`src/rtl/ifetch_pkg.sv`:
```
// ifetch_pkg
// Shared types, opcode constants and helpers for the instruction fetch unit.
//   XLEN        - datapath / address width
//   OPC_RTYPE   - R-type opcode, instr[31:26]
//   OPC_JUMP    - J-type opcode, instr[31:26]
//   fetch_state_t - fetch-side FSM encoding
//   jump_target - J-type destination: {pc_plus4[31:28], instr[25:0], 2'b00}
package ifetch_pkg;

    localparam int XLEN = 32;

    localparam logic [5:0] OPC_RTYPE = 6'b000000;
    localparam logic [5:0] OPC_JUMP  = 6'b000010;

    typedef enum logic [1:0] {
        S_IDLE  = 2'd0,
        S_REQ   = 2'd1,
        S_DRAIN = 2'd2
    } fetch_state_t;

    function automatic logic [XLEN-1:0] jump_target(input logic [XLEN-1:0] pc_plus4,
                                                    input logic [XLEN-1:0] instr);
        return {pc_plus4[31:28], instr[25:0], 2'b00};
    endfunction

endpackage

```
`src/rtl/ifetch_buf.sv`:
```
// ifetch_buf
// Synchronous FIFO of {instr, pc} with flush, occupancy count and a registered
// head. The head registers keep their last value when the FIFO empties.
// Ports:
//   clk, rst_n            - clock, async active-low reset
//   flush                 - empty the FIFO; wins over same-cycle push/pop
//   push, push_instr/pc   - write one entry (ignored when full without a pop)
//   pop                   - retire the head entry (ignored when empty)
//   count                 - occupied entries, 0..DEPTH
//   head_valid            - FIFO non-empty
//   head_instr, head_pc   - registered head entry
module ifetch_buf
    import ifetch_pkg::*;
#(
    parameter int unsigned DEPTH = 2
) (
    input  logic                    clk,
    input  logic                    rst_n,
    input  logic                    flush,
    input  logic                    push,
    input  logic [XLEN-1:0]         push_instr,
    input  logic [XLEN-1:0]         push_pc,
    input  logic                    pop,
    output logic [$clog2(DEPTH):0]  count,
    output logic                    head_valid,
    output logic [XLEN-1:0]         head_instr,
    output logic [XLEN-1:0]         head_pc
);

    localparam int PW = $clog2(DEPTH);
    localparam int CW = PW + 1;

    logic [XLEN-1:0] mem_instr [DEPTH];
    logic [XLEN-1:0] mem_pc    [DEPTH];
    logic [PW-1:0]   rd_ptr, wr_ptr, rd_next;
    logic [CW-1:0]   remain, count_next;
    logic            pop_ok, push_ok;

    always_comb begin
        pop_ok     = pop && (count != '0);
        push_ok    = push && ((count != CW'(DEPTH)) || pop_ok);
        remain     = count - CW'(pop_ok);
        count_next = remain + CW'(push_ok);
        rd_next    = rd_ptr + PW'(pop_ok);
    end

    always_ff @(posedge clk) begin
        if (push_ok && !flush) begin
            mem_instr[wr_ptr] <= push_instr;
            mem_pc[wr_ptr]    <= push_pc;
        end
    end

    // The head register is loaded with whatever will be at the front after
    // this cycle: an older stored entry if one survives the pop, otherwise
    // the word being pushed right now.
    always_ff @(posedge clk or negedge rst_n) begin
        if (!rst_n) begin
            rd_ptr     <= '0;
            wr_ptr     <= '0;
            count      <= '0;
            head_instr <= '0;
            head_pc    <= '0;
        end else if (flush) begin
            rd_ptr <= '0;
            wr_ptr <= '0;
            count  <= '0;
        end else begin
            if (push_ok) begin
                wr_ptr <= wr_ptr + PW'(1);
            end
            rd_ptr <= rd_next;
            count  <= count_next;
            if (remain != '0) begin
                head_instr <= mem_instr[rd_next];
                head_pc    <= mem_pc[rd_next];
            end else if (push_ok) begin
                head_instr <= push_instr;
                head_pc    <= push_pc;
            end
        end
    end

    assign head_valid = (count != '0);

endmodule

```
`src/rtl/instr_fetch.sv`:
```
// instr_fetch
// Instruction fetch unit: holds the PC, issues single-outstanding word reads
// to instruction memory, buffers returned words with their PCs and hands them
// to decode. Redirects flush the buffer and drop any in-flight word.
// Optional feature macro: IFETCH_JUMP_PREDECODE_EN (follow J-type words
// locally instead of fetching sequentially past them).
// Ports:
//   clk, rst_n              - clock, async active-low reset
//   imem_req/addr           - read request, held until imem_ack
//   imem_ack/rdata          - request accepted, word valid this cycle
//   instr_valid/ready       - decode handshake
//   instr, instr_pc         - head instruction and its address
//   redirect, redirect_pc   - one-cycle jump/branch request, new fetch address
//
// state   | meaning
// --------+---------------------------------------------------------------
// S_IDLE  | no request outstanding (buffer full or just drained)
// S_REQ   | request outstanding for imem_addr; ack delivers a wanted word
// S_DRAIN | request outstanding but redirected away; its ack is dropped
module instr_fetch
    import ifetch_pkg::*;
#(
    parameter logic [XLEN-1:0] RESET_PC  = 32'h0000_0000,
    parameter int unsigned     BUF_DEPTH = 2
) (
    input  logic             clk,
    input  logic             rst_n,
    output logic             imem_req,
    output logic [XLEN-1:0]  imem_addr,
    input  logic             imem_ack,
    input  logic [XLEN-1:0]  imem_rdata,
    output logic             instr_valid,
    input  logic             instr_ready,
    output logic [XLEN-1:0]  instr,
    output logic [XLEN-1:0]  instr_pc,
    input  logic             redirect,
    input  logic [XLEN-1:0]  redirect_pc
);

    localparam int CW = $clog2(BUF_DEPTH) + 1;

    fetch_state_t    state_q, state_d;
    logic [XLEN-1:0] pc_q, pc_d;
    logic [XLEN-1:0] addr_q, addr_d;
    logic [XLEN-1:0] pc_plus4, pc_adv, redirect_pc_al;
    logic [CW-1:0]   buf_count, occ_next;
    logic            push, pop, space;

    assign redirect_pc_al = redirect_pc & ~32'h0000_0003;
    assign pc_plus4       = pc_q + 32'd4;

`ifdef IFETCH_JUMP_PREDECODE_EN
    assign pc_adv = (imem_rdata[31:26] == OPC_JUMP) ? jump_target(pc_plus4, imem_rdata)
                                                     : pc_plus4;
`else
    assign pc_adv = pc_plus4;
`endif

    assign pop  = instr_valid && instr_ready;
    assign push = imem_ack && (state_q == S_REQ) && !redirect;

    // Occupancy after this edge; counting the same-cycle pop lets a depth-2
    // buffer sustain one instruction per cycle.
    assign occ_next = buf_count - CW'(pop) + CW'(push);
    assign space    = occ_next < CW'(BUF_DEPTH);

    always_ff @(posedge clk or negedge rst_n) begin
        if (!rst_n) begin
            state_q <= S_IDLE;
            pc_q    <= RESET_PC;
            addr_q  <= RESET_PC;
        end else begin
            state_q <= state_d;
            pc_q    <= pc_d;
            addr_q  <= addr_d;
        end
    end

    always_comb begin
        state_d = state_q;
        pc_d    = pc_q;
        addr_d  = addr_q;
        case (state_q)
            S_IDLE: begin
                if (redirect) begin
                    pc_d    = redirect_pc_al;
                    addr_d  = redirect_pc_al;
                    state_d = S_REQ;
                end else if (space) begin
                    addr_d  = pc_q;
                    state_d = S_REQ;
                end
            end
            S_REQ: begin
                if (redirect) begin
                    pc_d = redirect_pc_al;
                    if (imem_ack) begin
                        // word dropped; nothing left in flight, restart at once
                        addr_d = redirect_pc_al;
                    end else begin
                        state_d = S_DRAIN;
                    end
                end else if (imem_ack) begin
                    pc_d = pc_adv;
                    if (space) begin
                        addr_d = pc_adv;
                    end else begin
                        state_d = S_IDLE;
                    end
                end
            end
            S_DRAIN: begin
                if (redirect) begin
                    pc_d = redirect_pc_al;
                end
                if (imem_ack) begin
                    state_d = S_IDLE;
                end
            end
            default: state_d = S_IDLE;
        endcase
    end

    assign imem_req  = (state_q != S_IDLE);
    assign imem_addr = addr_q;

    ifetch_buf #(
        .DEPTH (BUF_DEPTH)
    ) u_buf (
        .clk        (clk),
        .rst_n      (rst_n),
        .flush      (redirect),
        .push       (push),
        .push_instr (imem_rdata),
        .push_pc    (pc_q),
        .pop        (pop),
        .count      (buf_count),
        .head_valid (instr_valid),
        .head_instr (instr),
        .head_pc    (instr_pc)
    );

endmodule
```
`config.mk`:
```
export PLATFORM = sky130hd
export DESIGN_NAME = instr_fetch
export DESIGN_NICKNAME = d
export VERILOG_FILES = /design/src/rtl/ifetch_pkg.sv /design/src/rtl/ifetch_buf.sv /design/src/rtl/instr_fetch.sv
export SDC_FILE = /design/constraint.sdc
export NUM_CORES = 1
export LEC_CHECK = 0
export ABC_AREA = 1
export CAP_MARGIN = 20
export CORE_ASPECT_RATIO = 1.25
export CORE_UTILIZATION = 45
export DETAILED_ROUTE_END_ITERATION = 6
export GPL_ROUTABILITY_DRIVEN = 0
export PLACE_DENSITY = 0.67
export SKIP_LAST_GASP = 1
export SLEW_MARGIN = 30
export SYNTH_ARGS = -nofsm -noshare
export SYNTH_HDL_FRONTEND = slang
export SYNTH_SLANG_ARGS = --single-unit
```
`constraint.sdc`:
```
create_clock -name clk -period 4.95 [get_ports clk]
set_input_delay 0.495 -clock clk [delete_from_list [all_inputs] [get_ports clk]]
set_output_delay 0.495 -clock clk [all_outputs]
set_load 0.02 [all_outputs]
```
Yosys cells after proc, flatten, opt, wreduce, memory -nomap -nowiden
Memory sizes are Yosys's and may differ from the RTL's.
Cells that the tools add are included.

cells by class
  add/sub/neg operators = 7
  mux-type cells = 29
  equality and inequality tests = 11
  bitwise operators = 1
  reductions and logical operators = 21
  magnitude comparators = 1

operators with widths
  kind                                                              count
  32-bit two-way mux                                                13
  32-bit one-hot mux with 2 select lines                            2
  32-bit by 3-bit adder with 32-bit output (second input constant)  1
  2-bit two-way mux                                                 8
  3-bit != test (second input constant)                             5
  2-bit nonzero test                                                7
  1-bit logical AND                                                 6
  2-bit != test (second input constant)                             3
  2-bit one-hot mux with 3 select lines                             1
  1-bit two-way mux                                                 5
  5-bit AND reduction                                               1
  2-bit by 1-bit adder with 2-bit output                            2
  4-bit AND reduction                                               1
  2-bit by 1-bit subtractor with 2-bit output                       2
  3-bit AND reduction                                               1
  2-bit by 1-bit == test with 1-bit output (second input constant)  1
  2-bit == test (second input constant)                             1
  2-bit zero test                                                   1
  2-bit less-than comparator (second input constant)                1
  2-bit by 1-bit != test with 1-bit output (second input constant)  1
  2-bit AND reduction                                               1
  2-bit OR reduction                                                1
  1-bit adder                                                       1
  1-bit adder (second input constant)                               1
  other kinds (3)                                                   3

word-level totals
  output and inout port bits = 98
  memories kept = 2
  memory bits (writable) = 128
  register bits = 134

memory list
  name             depth  bits a word  rd ports  clocked after Yosys merged registers in  wr ports  line              source
  u_buf.mem_instr  2      32           1         0                                        1         ifetch_buf.sv:33  logic [XLEN-1:0] mem_instr [DEPTH];
  u_buf.mem_pc     2      32           1         0                                        1         ifetch_buf.sv:34  logic [XLEN-1:0] mem_pc [DEPTH];

Depth between registers and ports, before layout
  depth in word-level cells = 9
  mapped depth = 17
  mapped depth without buffers = 15

Cells and area by module
From an unflattened synthesis, not the netlist that was laid out.

second synthesis, totals
  cells, all modules = 1506
  area total of the unflattened synthesis = 12748.5 sq um

modules (own cells, without submodules)
  module       cells each  sequential area each (sq um)  times used  area each (sq um)
  ifetch_buf   801         5545.3                        1           8269.2
  instr_fetch  705         1651.6                        1           4479.3

Worst setup path before layout
Ideal clock, no wire load.

  kind = input-to-reg
  start point = in redirect
  end point = mem u_buf.mem_instr[0][0] (enable)
  path slack = 0.910 ns
  data required time = 4.464 ns
  stages on the path = 4
  buffers on the path = 1
  setup time = 0.486 ns
  arrival = 3.554 ns
  cell sequence = buf_2 -> nor2_4 -> nand2_4 -> nor2_1

between the ends
  cells in the longest elaborated chain, start to end = 6

RTL lines
  what                                       line                                 source
  from (decl)                                instr_fetch.sv:36                    input logic redirect,
  1-bit zero test *                          ifetch_buf.sv:48, instr_fetch.sv:60
  1-bit logical AND                          instr_fetch.sv:60                    assign push = imem_ack && (state_q == S_REQ) && !redirect;
  1-bit logical AND                          ifetch_buf.sv:41                     push_ok = push && ((count != CW'(DEPTH)) || pop_ok);
  1-bit logical AND *                        ifetch_buf.sv:48                     if (push_ok && !flush) begin
  1-bit two-way mux *                        ifetch_buf.sv:48
  1-bit two-way mux (not written as such) *  ifetch_buf.sv:49                     mem_instr[wr_ptr] <= push_instr;
  to (decl)                                  ifetch_buf.sv:33

Every way passes the cells marked *; elsewhere a longest branch is shown, timed or not.

Worst setup path in the final report
  start point = reg u_buf.count[1]
  end point = reg addr_q[10], in the netlist imem_addr[10]

between the ends
  cells in the longest elaborated chain, start to end = 7
  elaborated cells between the ends (all ways) = 8
  those cells by class = add/sub: 2; order compare: 1; eq/ne: 2; reduce/logical: 3

RTL lines
  what                                           line               source
  from (decl)                                    ifetch_buf.sv:24   output logic [$clog2(DEPTH):0] count,
  from (signal assigned)                         ifetch_buf.sv:73   count <= count_next;
  2-bit nonzero test                             ifetch_buf.sv:84   assign head_valid = (count != '0);
  1-bit logical AND                              instr_fetch.sv:59  assign pop = instr_valid && instr_ready;
  2-bit by 1-bit subtractor with 2-bit output *  instr_fetch.sv:64  assign occ_next = buf_count - CW'(pop) + CW'(push);
  2-bit by 1-bit adder with 2-bit output *       instr_fetch.sv:64
  2-bit less-than comparator *                   instr_fetch.sv:65  assign space = occ_next < CW'(BUF_DEPTH);
  3-bit != test (no line)                        --
  4-bit AND reduction (no line) *                --
  to (signal assigned)                           instr_fetch.sv:75  addr_q <= addr_d;
  to (decl)                                      instr_fetch.sv:44  logic [XLEN-1:0] addr_q, addr_d;

Marked as above.
A chain may end at the register's enable or synchronous reset.

==> results.yml <==
outcome:
  status: "finished, violations left"
  violations: "design-rule violations"
place:
  dp_worst_setup_slack_ps: 1740
  port_buffers: 164
  dp_cells: 1841
  dpl.hpwl_um: 19900
  placed_area_sq_um: 14600
synthesis:
  syn_area_sq_um: 12800
  yosysTopAreaCell: "edfxtp_1"
  yosys_warnings: 0
  ys_types: 39
  synthDominantCellAreaShare: 0.301
  synth_nets: 1459
  synth_enable_flop_cells: 128
  ys_seq_elements: 262
  synthCells: 1387
  synth_ff_type: "dfrtp_1"
  ys_seq_area_frac: 0.563
  avgSynthCellArea_sq_um: 9.22
  synthTopCellsByArea: "edfxtp_1, dfrtp_1, nand2_1"
  synth-async-reset-ratio: 0.511
floorplanning:
  fp-row-count: 68
  die_height_um: 190
  initial_core_util: 0.461
  pin_count: 167
  core-area_sq_um: 27700
  die_w_um: 153
  design.die.area_sq_um: 29100
run:
  max-cap-violations: 0
drt:
  vias: 9891
  drtIter0Drc: 598
  drtAntennaViolNets: 0
  drt-total-wl_um: 31300
  vias_per_cell: 5.24
  wl_per_cell_um: 16.6
  dr.pass1.iters: 7
  drc: 7
setup_path:
  startpoint: "u_buf.count[1]"
  required_ps: 5410
  path_class: "reg2reg"
  crit_fanout: 26
  reg2reg_from: "u_buf.count[1]"
  cp.arrival_ps: 3230
  reg2regPathDepth: 14
  reg2reg_to: "imem_addr[10]"
  cp-end-kind: "flip-flop"
  worst_setup_path_start_kind: "flip-flop"
  reg2reg_slack_ps: 2180
pwr:
  p_per_area_nw_per_um2: 703
  power_switching_mw: 4.79
  fin_total_pwr_mw: 10.9
  internal_power_mw: 6.08
  p_leak_nw: 6.17
  switching_share: 0.441
  combinationalPowerShare: 0.487
  seq_power_share: 0.329
  clkPwrFrac: 0.184
  peakVddDrop_mv: 0.650
global_routing:
  groute.usage.overall: 0.220
  grt_pass1_wl_um: 51100
  antenna_found_initial: 0
  gr-total-overflow: 0
  grt_max_degree: 89
  grt_pass1_vias: 9775
timing:
  period_needed_ps: 2770
  max_clock_freq_mhz: 361
  fin_worst_hold_slack_ps: 24.9
  finalWorstSetupSlack_ps: 2180
  clock_skew_ps: 19.0
  worstMarginPinSlew_ps: 932
  final_max_slew_viol_count: 0
  min_period_over_period: 0.559
  timing.final.hold_violations: 0
  setup_viol: 0
  slew_headroom: 0.378
  setup_tns_ps: 0
  rsz0062_at_grt: "no"
final_layout:
  fin_util: 0.557
  nets: 1591
  drive_gt1_frac: 0.122
  final_cell_count_no_fill: 1889
  area_growth_pct: 20.9
  n_fill_cell: 2450
  antenna_cells: 0
  final_cell_area_sq_um: 15500
clock_tree:
  postCtsHoldBufs: 0
  clk_latency_ps: 540
  cts_setup_buffers: 0
  cts_resized: 0
  cts-root-buf: "clkbuf_16"
  htree_levels: 1
  cts.reportedPaths.clkPinSlew_ps: 70
  cts_buffers: 26
  cts.sinks: 262
  cts_tree: "done"
  clockBufferDepth: 3
hold_path:
  min_path_type: "in2async"
sequential cells by signal, indices dropped and copies added, names as in the netlist:
| name | cells |
|---|---|
| u_buf.mem_instr | 64 |
| u_buf.mem_pc | 64 |
| imem_addr | 32 |
| pc_q | 32 |
| u_buf.head_instr | 32 |
| u_buf.head_pc | 32 |
| state_q | 2 |
| u_buf.count | 2 |
| u_buf.rd_ptr | 1 |
| u_buf.wr_ptr | 1 |
worst max-delay path by stage:
stage	end	slack, ps	depth (start not counted)
6_report	imem_addr[10]	2180	14
5_1_grt	u_buf.head_pc[9]	1920	12
4_1_cts	u_buf.head_pc[6]	2170	12
3_5_place_dp	u_buf.head_instr[2]	1740	11
3_3_place_gp	u_buf.head_instr[14]	1780	11
2_1_floorplan	u_buf.mem_instr[0][0]	910	4
logic make-up (layout without fill, tap and decap cells):
logic type      Yosys count  in the layout  share of synthesized area
fa+ha+maj                 3              3                    0.00294
xor+xnor                  1              1                   0.000685
simple gates            643            643                      0.207
mux                       2              2                    0.00157
buf+inv                 195            347                     0.0706
flops                   262            262                      0.563
compound gates          281            281                      0.154
cell usage in the layout, fill, tap and decap left out, types with 2 or more instances in the layout:
cell type	netlist	routed
nand2_4	2	3
nand3_1	52	52
clkinv_1	0	4
and2_1	2	2
nor3_1	2	2
nor2_4	3	5
clkinv_2	0	8
bufinv_16	0	3
clkbuf_8	0	2
a21oi_2	100	100
inv_4	2	2
nor2_1	206	204
o21ai_1	7	7
clkbuf_1	22	3
o22ai_1	6	6
nand4_1	24	24
nor2_2	7	7
ha_1	3	3
nand2_1	334	334
dfrtp_1	134	134
buf_12	1	2
edfxtp_1	128	128
inv_2	6	6
o21ai_0	49	49
buf_4	5	12
nand2_2	4	3
clkbuf_16	0	27
nand3_2	3	3
o21bai_1	2	2
a22oi_1	3	3
clkdlybuf4s50_1	0	162
a21oi_1	45	45
o31ai_1	2	2
o211ai_1	66	66
nor3b_1	2	2
mux2i_1	2	2
inv_1	112	112
power groups by stage:
stage	clock (mW)	combinational (mW)	sequential (mW)
2_1_floorplan	0	3.32	3.93
3_3_place_gp	0	5.23	3.58
3_5_place_dp	0	5.33	3.60
4_1_cts	2.05	5.35	3.57
5_1_grt	2.13	5.86	3.66
6_report	2.00	5.29	3.57
synth_stat cells (4+ instances only):
| cell | count |
|---|---|
| nand2_1 | 334 |
| nor2_1 | 206 |
| dfrtp_1 | 134 |
| edfxtp_1 | 128 |
| inv_1 | 112 |
| a21oi_2 | 100 |
| o211ai_1 | 66 |
| nand3_1 | 52 |
| o21ai_0 | 49 |
| a21oi_1 | 45 |
| buf_2 | 35 |
| nand4_1 | 24 |
| clkbuf_1 | 22 |
| nor2_2 | 7 |
| o21ai_1 | 7 |
| inv_2 | 6 |
| o22ai_1 | 6 |
| buf_4 | 5 |
| buf_8 | 5 |
| buf_6 | 4 |
| nand2_2 | 4 |
routing by layer:
| metal | wire (um) | global-route usage |
|---|---|---|
| met4 | 779 | 0.0715 |
| met5 | 0 | 0 |
| met2 | 15300 | 0.387 |
| met1 | 13700 | 0.281 |
| met3 | 1590 | 0.0311 |
worst max-delay path, cell delays in order, from the launching register on:
cell and delay (ps):
dfrtp_1 400, inv_2 60, nand2_1 60, nand2_1 90, inv_2 50, ha_1 260, inv_1 190, nand4_1 170
nand2_1 130, nand3_2 80, nand2_1 230, buf_4 400, buf_4 350, nor2_1 80, a21oi_1 130
area by class of cell:
cell class	count	area, sq um	share of cell area
tap	350	438	0.0283
clock inverter	17	161	0.0104
clock buffer	31	701	0.0453
sequential	262	7200	0.466
timing repair buffer	179	1800	0.116
inverter	120	455	0.0295
multi-input combinational	930	4700	0.304
No activity file was read; power rests on OpenSTA's default activity.
